**src/rtl/wb_bus_arbiter_if.sv**
```systemverilog
// rtl/wb_bus_arbiter_if.sv - Wishbone bus bundle with burst-length flags
//
// One Wishbone port as seen between a bus master and a bus slave.
//   master modport: drives cyc/stb/we/adr/o_dat/sel/8_burst/4_burst, receives i_dat/ack/err
//   slave modport : the mirror image
interface wb_bus_arbiter_if #(
    parameter int ADDR_W = 24,
    parameter int DATA_W = 16
);
    logic              wb_cyc;
    logic              wb_stb;
    logic              wb_we;
    logic [ADDR_W-1:0] wb_adr;
    logic [DATA_W-1:0] wb_o_dat;
    logic [1:0]        wb_sel;
    logic              wb_8_burst;
    logic              wb_4_burst;
    logic [DATA_W-1:0] wb_i_dat;
    logic              wb_ack;
    logic              wb_err;

    modport master (
        output wb_cyc, wb_stb, wb_we, wb_adr, wb_o_dat, wb_sel, wb_8_burst, wb_4_burst,
        input  wb_i_dat, wb_ack, wb_err
    );

    modport slave (
        input  wb_cyc, wb_stb, wb_we, wb_adr, wb_o_dat, wb_sel, wb_8_burst, wb_4_burst,
        output wb_i_dat, wb_ack, wb_err
    );
endinterface

```
**src/rtl/wb_bus_arbiter.sv**
```systemverilog
// rtl/wb_bus_arbiter.sv - two-master round-robin Wishbone arbiter with burst hold and watchdog
//
// Shares one slave-side Wishbone bus between m0 (instruction fetch) and m1 (load/store).
//   clk, rst_n : clock, asynchronous active-low reset
//   m0, m1     : master-facing ports (slave modport); read data is broadcast to both,
//                ack/err go only to the granted master
//   s          : slave-facing port (master modport), muxed from the granted master
//   TIMEOUT_W  : watchdog width; a strobe left unterminated for 2^TIMEOUT_W-1 cycles
//                is ended with an err pulse
module wb_bus_arbiter #(
    parameter int TIMEOUT_W = 8
) (
    input  logic               clk,
    input  logic               rst_n,
    wb_bus_arbiter_if.slave    m0,
    wb_bus_arbiter_if.slave    m1,
    wb_bus_arbiter_if.master   s
);

    typedef enum logic [1:0] {
        ST_IDLE = 2'd0,
        ST_GNT0 = 2'd1,
        ST_GNT1 = 2'd2
    } state_t;

    state_t               state_q, state_d;
    logic                 last_q, last_d;
    logic [3:0]           bcnt_q, bcnt_d;
    logic [TIMEOUT_W-1:0] wd_q, wd_d;
    logic                 tmo_hold_q, tmo_hold_d;

    logic        req0, req1;
    logic        gnt0, gnt1;
    logic        own_cyc, own_stb, own_we, own_b8, own_b4;
    logic [23:0] own_adr;
    logic [15:0] own_dat;
    logic [1:0]  own_sel;
    logic        stb_eff;
    logic        tmo_pulse;
    logic        route_ack, route_err;
    logic        term;
    logic        load;
    logic [3:0]  load_val;

    assign req0 = m0.wb_cyc & m0.wb_stb;
    assign req1 = m1.wb_cyc & m1.wb_stb;
    assign gnt0 = (state_q == ST_GNT0);
    assign gnt1 = (state_q == ST_GNT1);

    // Owner mux; everything reads as zero while idle, so the slave bus is quiet
    // the instant reset forces the state back to IDLE.
    always_comb begin
        own_cyc = 1'b0;
        own_stb = 1'b0;
        own_we  = 1'b0;
        own_b8  = 1'b0;
        own_b4  = 1'b0;
        own_adr = '0;
        own_dat = '0;
        own_sel = '0;
        if (gnt0) begin
            own_cyc = m0.wb_cyc;
            own_stb = m0.wb_stb;
            own_we  = m0.wb_we;
            own_b8  = m0.wb_8_burst;
            own_b4  = m0.wb_4_burst;
            own_adr = m0.wb_adr;
            own_dat = m0.wb_o_dat;
            own_sel = m0.wb_sel;
        end else if (gnt1) begin
            own_cyc = m1.wb_cyc;
            own_stb = m1.wb_stb;
            own_we  = m1.wb_we;
            own_b8  = m1.wb_8_burst;
            own_b4  = m1.wb_4_burst;
            own_adr = m1.wb_adr;
            own_dat = m1.wb_o_dat;
            own_sel = m1.wb_sel;
        end
    end

    assign stb_eff = own_stb & ~tmo_hold_q;

    // The watchdog only fires when the slave did not terminate in the same cycle,
    // so a beat is never ended twice.
    assign tmo_pulse = stb_eff & (&wd_q) & ~s.wb_ack & ~s.wb_err;

    // Terminations reach a master only while it still holds cyc; acks arriving
    // after an abort are dropped.
    assign route_ack = own_cyc & s.wb_ack;
    assign route_err = own_cyc & (s.wb_err | tmo_pulse);

    assign s.wb_cyc     = own_cyc;
    assign s.wb_stb     = stb_eff;
    assign s.wb_we      = own_we;
    assign s.wb_adr     = own_adr;
    assign s.wb_o_dat   = own_dat;
    assign s.wb_sel     = own_sel;
    assign s.wb_8_burst = own_b8;
    assign s.wb_4_burst = own_b4;

    assign m0.wb_i_dat = s.wb_i_dat;
    assign m1.wb_i_dat = s.wb_i_dat;
    assign m0.wb_ack   = gnt0 & route_ack;
    assign m0.wb_err   = gnt0 & route_err;
    assign m1.wb_ack   = gnt1 & route_ack;
    assign m1.wb_err   = gnt1 & route_err;

    assign term     = route_ack | route_err;
    assign load     = stb_eff & (bcnt_q == 4'd0);
    assign load_val = own_we ? 4'd1 : (own_b8 ? 4'd8 : (own_b4 ? 4'd4 : 4'd1));

    always_comb begin
        state_d    = state_q;
        last_d     = last_q;
        bcnt_d     = bcnt_q;
        wd_d       = wd_q;
        tmo_hold_d = tmo_hold_q;

        unique case (state_q)
            ST_IDLE: begin
                // On a tie the master that was not served last wins.
                if (req0 && (!req1 || last_q)) begin
                    state_d = ST_GNT0;
                    last_d  = 1'b0;
                end else if (req1) begin
                    state_d = ST_GNT1;
                    last_d  = 1'b1;
                end
            end
            ST_GNT0, ST_GNT1: begin
                if (!own_cyc) begin
                    state_d = ST_IDLE;
                end
            end
            default: state_d = ST_IDLE;
        endcase

        if (state_q == ST_IDLE || !own_cyc || tmo_pulse) begin
            bcnt_d = 4'd0;
        end else if (load) begin
            bcnt_d = term ? (load_val - 4'd1) : load_val;
        end else if (term && bcnt_q != 4'd0) begin
            bcnt_d = bcnt_q - 4'd1;
        end

        if (!stb_eff || s.wb_ack || s.wb_err || tmo_pulse) begin
            wd_d = '0;
        end else begin
            wd_d = wd_q + {{(TIMEOUT_W-1){1'b0}}, 1'b1};
        end

        // Hold the strobe off after a timeout until the master lets go of it.
        if (state_q == ST_IDLE) begin
            tmo_hold_d = 1'b0;
        end else if (tmo_pulse) begin
            tmo_hold_d = 1'b1;
        end else if (!own_cyc || !own_stb) begin
            tmo_hold_d = 1'b0;
        end
    end

    always_ff @(posedge clk or negedge rst_n) begin
        if (!rst_n) begin
            state_q    <= ST_IDLE;
            last_q     <= 1'b1;
            bcnt_q     <= 4'd0;
            wd_q       <= '0;
            tmo_hold_q <= 1'b0;
        end else begin
            state_q    <= state_d;
            last_q     <= last_d;
            bcnt_q     <= bcnt_d;
            wd_q       <= wd_d;
            tmo_hold_q <= tmo_hold_d;
        end
    end

endmodule

```
**src/flat_wrapper.sv**
```systemverilog
// flat-port wrapper written by rule: the top's interface ports become plain ports
module wb_bus_arbiter_flat 
#(
    parameter int TIMEOUT_W = 8
)
  (clk, rst_n, m0_wb_cyc, m0_wb_stb, m0_wb_we, m0_wb_adr, m0_wb_o_dat, m0_wb_sel, m0_wb_8_burst, m0_wb_4_burst, m0_wb_i_dat, m0_wb_ack, m0_wb_err, m1_wb_cyc, m1_wb_stb, m1_wb_we, m1_wb_adr, m1_wb_o_dat, m1_wb_sel, m1_wb_8_burst, m1_wb_4_burst, m1_wb_i_dat, m1_wb_ack, m1_wb_err, s_wb_cyc, s_wb_stb, s_wb_we, s_wb_adr, s_wb_o_dat, s_wb_sel, s_wb_8_burst, s_wb_4_burst, s_wb_i_dat, s_wb_ack, s_wb_err);
  wb_bus_arbiter_if m0_i ();
  wb_bus_arbiter_if m1_i ();
  wb_bus_arbiter_if s_i ();
  input  logic clk;
  input  logic rst_n;
  input wire logic [$bits(m0_i.wb_cyc)-1:0] m0_wb_cyc;
  input wire logic [$bits(m0_i.wb_stb)-1:0] m0_wb_stb;
  input wire logic [$bits(m0_i.wb_we)-1:0] m0_wb_we;
  input wire logic [$bits(m0_i.wb_adr)-1:0] m0_wb_adr;
  input wire logic [$bits(m0_i.wb_o_dat)-1:0] m0_wb_o_dat;
  input wire logic [$bits(m0_i.wb_sel)-1:0] m0_wb_sel;
  input wire logic [$bits(m0_i.wb_8_burst)-1:0] m0_wb_8_burst;
  input wire logic [$bits(m0_i.wb_4_burst)-1:0] m0_wb_4_burst;
  output wire logic [$bits(m0_i.wb_i_dat)-1:0] m0_wb_i_dat;
  output wire logic [$bits(m0_i.wb_ack)-1:0] m0_wb_ack;
  output wire logic [$bits(m0_i.wb_err)-1:0] m0_wb_err;
  input wire logic [$bits(m1_i.wb_cyc)-1:0] m1_wb_cyc;
  input wire logic [$bits(m1_i.wb_stb)-1:0] m1_wb_stb;
  input wire logic [$bits(m1_i.wb_we)-1:0] m1_wb_we;
  input wire logic [$bits(m1_i.wb_adr)-1:0] m1_wb_adr;
  input wire logic [$bits(m1_i.wb_o_dat)-1:0] m1_wb_o_dat;
  input wire logic [$bits(m1_i.wb_sel)-1:0] m1_wb_sel;
  input wire logic [$bits(m1_i.wb_8_burst)-1:0] m1_wb_8_burst;
  input wire logic [$bits(m1_i.wb_4_burst)-1:0] m1_wb_4_burst;
  output wire logic [$bits(m1_i.wb_i_dat)-1:0] m1_wb_i_dat;
  output wire logic [$bits(m1_i.wb_ack)-1:0] m1_wb_ack;
  output wire logic [$bits(m1_i.wb_err)-1:0] m1_wb_err;
  output wire logic [$bits(s_i.wb_cyc)-1:0] s_wb_cyc;
  output wire logic [$bits(s_i.wb_stb)-1:0] s_wb_stb;
  output wire logic [$bits(s_i.wb_we)-1:0] s_wb_we;
  output wire logic [$bits(s_i.wb_adr)-1:0] s_wb_adr;
  output wire logic [$bits(s_i.wb_o_dat)-1:0] s_wb_o_dat;
  output wire logic [$bits(s_i.wb_sel)-1:0] s_wb_sel;
  output wire logic [$bits(s_i.wb_8_burst)-1:0] s_wb_8_burst;
  output wire logic [$bits(s_i.wb_4_burst)-1:0] s_wb_4_burst;
  input wire logic [$bits(s_i.wb_i_dat)-1:0] s_wb_i_dat;
  input wire logic [$bits(s_i.wb_ack)-1:0] s_wb_ack;
  input wire logic [$bits(s_i.wb_err)-1:0] s_wb_err;
  assign m0_i.wb_cyc = m0_wb_cyc;
  assign m0_i.wb_stb = m0_wb_stb;
  assign m0_i.wb_we = m0_wb_we;
  assign m0_i.wb_adr = m0_wb_adr;
  assign m0_i.wb_o_dat = m0_wb_o_dat;
  assign m0_i.wb_sel = m0_wb_sel;
  assign m0_i.wb_8_burst = m0_wb_8_burst;
  assign m0_i.wb_4_burst = m0_wb_4_burst;
  assign m0_wb_i_dat = m0_i.wb_i_dat;
  assign m0_wb_ack = m0_i.wb_ack;
  assign m0_wb_err = m0_i.wb_err;
  assign m1_i.wb_cyc = m1_wb_cyc;
  assign m1_i.wb_stb = m1_wb_stb;
  assign m1_i.wb_we = m1_wb_we;
  assign m1_i.wb_adr = m1_wb_adr;
  assign m1_i.wb_o_dat = m1_wb_o_dat;
  assign m1_i.wb_sel = m1_wb_sel;
  assign m1_i.wb_8_burst = m1_wb_8_burst;
  assign m1_i.wb_4_burst = m1_wb_4_burst;
  assign m1_wb_i_dat = m1_i.wb_i_dat;
  assign m1_wb_ack = m1_i.wb_ack;
  assign m1_wb_err = m1_i.wb_err;
  assign s_wb_cyc = s_i.wb_cyc;
  assign s_wb_stb = s_i.wb_stb;
  assign s_wb_we = s_i.wb_we;
  assign s_wb_adr = s_i.wb_adr;
  assign s_wb_o_dat = s_i.wb_o_dat;
  assign s_wb_sel = s_i.wb_sel;
  assign s_wb_8_burst = s_i.wb_8_burst;
  assign s_wb_4_burst = s_i.wb_4_burst;
  assign s_i.wb_i_dat = s_wb_i_dat;
  assign s_i.wb_ack = s_wb_ack;
  assign s_i.wb_err = s_wb_err;
  wb_bus_arbiter #(.TIMEOUT_W(TIMEOUT_W)) u_core (.clk(clk), .rst_n(rst_n), .m0(m0_i), .m1(m1_i), .s(s_i));
endmodule
```
**config.mk**
```make
export PLATFORM = sky130hd
export DESIGN_NAME = wb_bus_arbiter_flat
export DESIGN_NICKNAME = d
export VERILOG_FILES = /design/src/rtl/wb_bus_arbiter_if.sv /design/src/rtl/wb_bus_arbiter.sv /design/src/flat_wrapper.sv
export SDC_FILE = /design/constraint.sdc
export NUM_CORES = 1
export LEC_CHECK = 0
export BUFFER_PORTS_ARGS = -buffer_cell sky130_fd_sc_hd__buf_4
export CAP_MARGIN = 15
export CORE_MARGIN = 2
export CORE_UTILIZATION = 30
export CTS_CLUSTER_SIZE = 28
export DETAILED_ROUTE_END_ITERATION = 16
export PLACE_DENSITY = 0.71
export SLEW_MARGIN = 10
export SYNTH_ARGS = -nofsm -noshare
export SYNTH_HDL_FRONTEND = slang
export SYNTH_SLANG_ARGS = --single-unit
```
**constraint.sdc**
```tcl
create_clock -name clk -period 3.4 [get_ports clk]
set_input_delay 0.68 -clock clk [delete_from_list [all_inputs] [get_ports clk]]
set_output_delay 0.68 -clock clk [all_outputs]
set_load 0.01 [all_outputs]
```
==> impl_metrics.py <==
metrics = {
    "setup_path": {
        "reg2reg_slack_ns": 1.26,
        "path_max_fanout": 44,
        "cp.arrival_ns": 2.09,
        "cp-end-kind": "primary output",
        "crit_path_start_kind": "flop",
        "crit_path_top_delay_cell": "buf_4",
        "crit_type": "reg -> out",
        "worst_path_most_repeated_cell": "buf_4",
        "cpPeakStageDelay_ns": 0.42,
        "timing.critical_path.required_ns": 2.72,
        "worstPathCellList": "inv_1 > ha_2 > buf_4 > buf_4 > o21ai_0 > buf_4",
        "cp_top_family": "buffers and inverters",
        "path_buf_inv": 4,
    },
    "placed_design": {
        "dp_hpwl_um": 4410,
        "io_buffer_count": 148,
        "place_congestion": 0.746,
        "place_area_mm2": 0.00255,
    },
    "die": {
        "rows": 26,
        "core_area_mm2": 0.00520,
        "die_w_um": 77.9,
        "die_h_um": 77.9,
        "fp.dieArea_mm2": 0.00607,
        "initial_core_util_pct": 31.5,
        "io_pins": 197,
    },
    "clock_tree": {
        "cts_sinks": 12,
        "post_cts_buffers": 0,
        "numCtsBuffers": 3,
        "clock_latency_ns": 0.24,
        "cts_resized": 0,
        "cts_tree": "built",
        "hold_buffers": 0,
        "cts.path.max_buffers": 2,
        "cts-root-buf": "clkbuf_8",
        "cts_max_level": 1,
        "clk_pin_slew_worst_paths_ns": 0.06,
    },
    "logic_synthesis": {
        "synthTopCellsByArea": "nand2_1 19%, dfrtp_1 17%, buf_4 15%",
        "netlist.area_leader.share_pct": 19.0,
        "synth_cells": 253,
        "ys_types": 39,
        "ys_ff_latch": 12,
        "synth_area_mm2": 0.00164,
        "syn_area_per_cell_um2": 6.48,
        "post-synth-top-area-cell": "nand2_1",
        "ys_warn_count": 0,
        "ys_seq_area_share_pct": 18.4,
        "syn-num-nets": 371,
    },
    "sta": {
        "tns_ns": 0,
        "post-route-min-period_ns": 2.77,
        "slew_headroom_pct": 64.9,
        "maxSlewViolCount": 0,
        "max_freq_ghz": 0.361,
        "period_share_pct": 81.4,
        "setup_violations": 0,
        "tightest_slew_ns": 0.525,
        "finalHoldViolCount": 0,
        "clock-skew-final_ns": 0.00604,
        "rsz0062_at_grt": "false",
    },
    "pwr": {
        "worst_ir_drop_vdd_mv": 0.279,
        "p_leak_nw": 1.26,
        "power_mw": 1.63,
        "power_density_mw_per_mm2": 626,
    },
    "global_route": {
        "grt_use_met2_pct": 31.4,
        "grtUsageTotal_pct": 17.2,
        "grt_pass1_vias": 1974,
        "grt_antenna_before_repair": 0,
        "grt_overflow": 0,
        "grt.met3_usage_pct": 5.00,
        "use_met1_pct": 19.1,
        "grt.busiest_layer": "met2",
        "grt_max_degree": 45,
        "grt_pass1_wl_um": 8690,
    },
    "route": {
        "dr.pass1.iters": 4,
        "viasPerCell": 4.66,
        "route.detailed.drc": 0,
        "dr.first_iter.drc_count": 76,
        "wl_per_cell_um": 12.6,
        "totalWireLength_um": 5450,
        "antenna_left": 0,
        "num_vias": 2009,
    },
    "cells_and_area": {
        "final_nets": 480,
        "utilization_pct": 50.1,
        "postLayoutCellArea_mm2": 0.00261,
        "drive_above_1_share_pct": 45.4,
        "synthToLayoutAreaGrowth_pct": 59.2,
        "antennaDiodeCount": 0,
    },
    "hold_path": {
        "hold_path.class": "in -> async",
    },
    "job": {
        "drv_cap": 0,
    },
    "outcome": {
        "status": "completed",
    },
}
## layout make-up
class                           instances  area (um2)
Multi-Input combinational cell        187        1000
Inverter                                6        22.5
Sequential cell                        12         302
Clock buffer                            4        55.1
Tap cell                               70        87.6
Fill cell                             529        2600
Timing Repair Buffer                  152        1140
## stage by stage
stage / hold WS, ns / std cells / setup slack (ns)
after CTS: 0.270 / 431 / 0.594
after global routing: 0.272 / 431 / 0.336
after detailed placement: 0.495 / 427 / 0.874
after floorplan: 0.384 / 253 / 1.25
final: 0.267 / 431 / 0.632
after global placement: 0.487 / 427 / 0.927
## kinds of logic (layout without fill, tap and decap cells)
logic type                 after synthesis  in the layout  share of synthesized area, %
adders and majority gates                4              4                          3.05
xor gates and xnor gates                 3              3                          1.60
and+or+nand+nor                        116            116                          31.5
DFF                                     12             12                          18.4
buffers and inverters                   54            162                          20.7
AOI/OAI and AO/OA                       64             64                          24.7
## worst paths after layout
| kind | cells after the start | startpoint | endpoint |
|---|---|---|---|
| max in group asynchronous | 1 | rst_n | u_core.last_q |
| setup / recovery | 6 | u_core.state_q[1] | s_wb_o_dat[12] |
| setup reg to reg | 7 | u_core.state_q[1] | u_core.state_q[1] |
| hold reg to reg | 1 | u_core.wd_q[0] | u_core.wd_q[0] |
| min in group clk | 1 | u_core.wd_q[0] | u_core.wd_q[0] |
| hold / removal | 1 | rst_n | u_core.wd_q[1] |
## state kept, by name (all words and copies together), names as in the netlist
register	flops
u_core.wd_q	8
u_core.tmo_hold_q	1
u_core.last_q	1
u_core.state_q	2
## synthesized netlist by cell type
cell / count
a31oi_1: 1
a221oi_2: 1
a211oi_2: 2
buf_2: 7
and4b_1: 1
nor2b_1: 2
and3_1: 2
nor3b_1: 2
nor3_1: 5
xor2_1: 1
and2_1: 3
o22ai_1: 1
buf_4: 32
nor2_1: 4
buf_6: 1
and3b_1: 2
dfstp_2: 1
inv_1: 6
o2111ai_1: 1
o21ai_0: 43
o32ai_2: 1
o21ai_4: 1
nand3_1: 3
nand2b_1: 2
nand2_1: 83
a22o_1: 6
a221o_1: 1
a21oi_1: 4
nand3b_1: 1
clkbuf_1: 8
ha_1: 4
o21ai_1: 1
dfrtp_1: 11
or3_1: 3
and4_1: 1
and3b_2: 1
xnor2_1: 2
a221oi_1: 1
nand4_1: 1
## power by group
group	internal [mW]	switching, mW
Clock	0.102	0.0542
Sequential	0.167	0.0166
Combinational	0.604	0.689
## placed cells by master (no fill, tap or decap), types with 2 or more instances in the layout
master	netlist	routed
buf_4	32	152
nand2_1	83	83
o21ai_0	43	43
dfrtp_1	11	11
inv_1	6	6
a22o_1	6	6
nor3_1	5	5
a21oi_1	4	4
nor2_1	4	4
clkbuf_8	0	4
nand3_1	3	3
or3_1	3	3
and2_1	3	3
ha_1	4	3
nor2b_1	2	2
a211oi_2	2	2
xnor2_1	2	2
nor3b_1	2	2
and3_1	2	2
and3b_1	2	2
nand2b_1	2	2
## routing by layer
| metal | routed length [um] | share of wire (%) | vias to the layer above |
|---|---|---|---|
| li1 | - | - | 1037 |
| met1 | 2110 | 39 | 861 |
| met2 | 2710 | 50 | 98 |
| met3 | 533 | 9.8 | 13 |
| met4 | 91 | 1.7 | 0 |
| met5 | 0 | 0 | - |
Power figures use the tool's default switching activity.
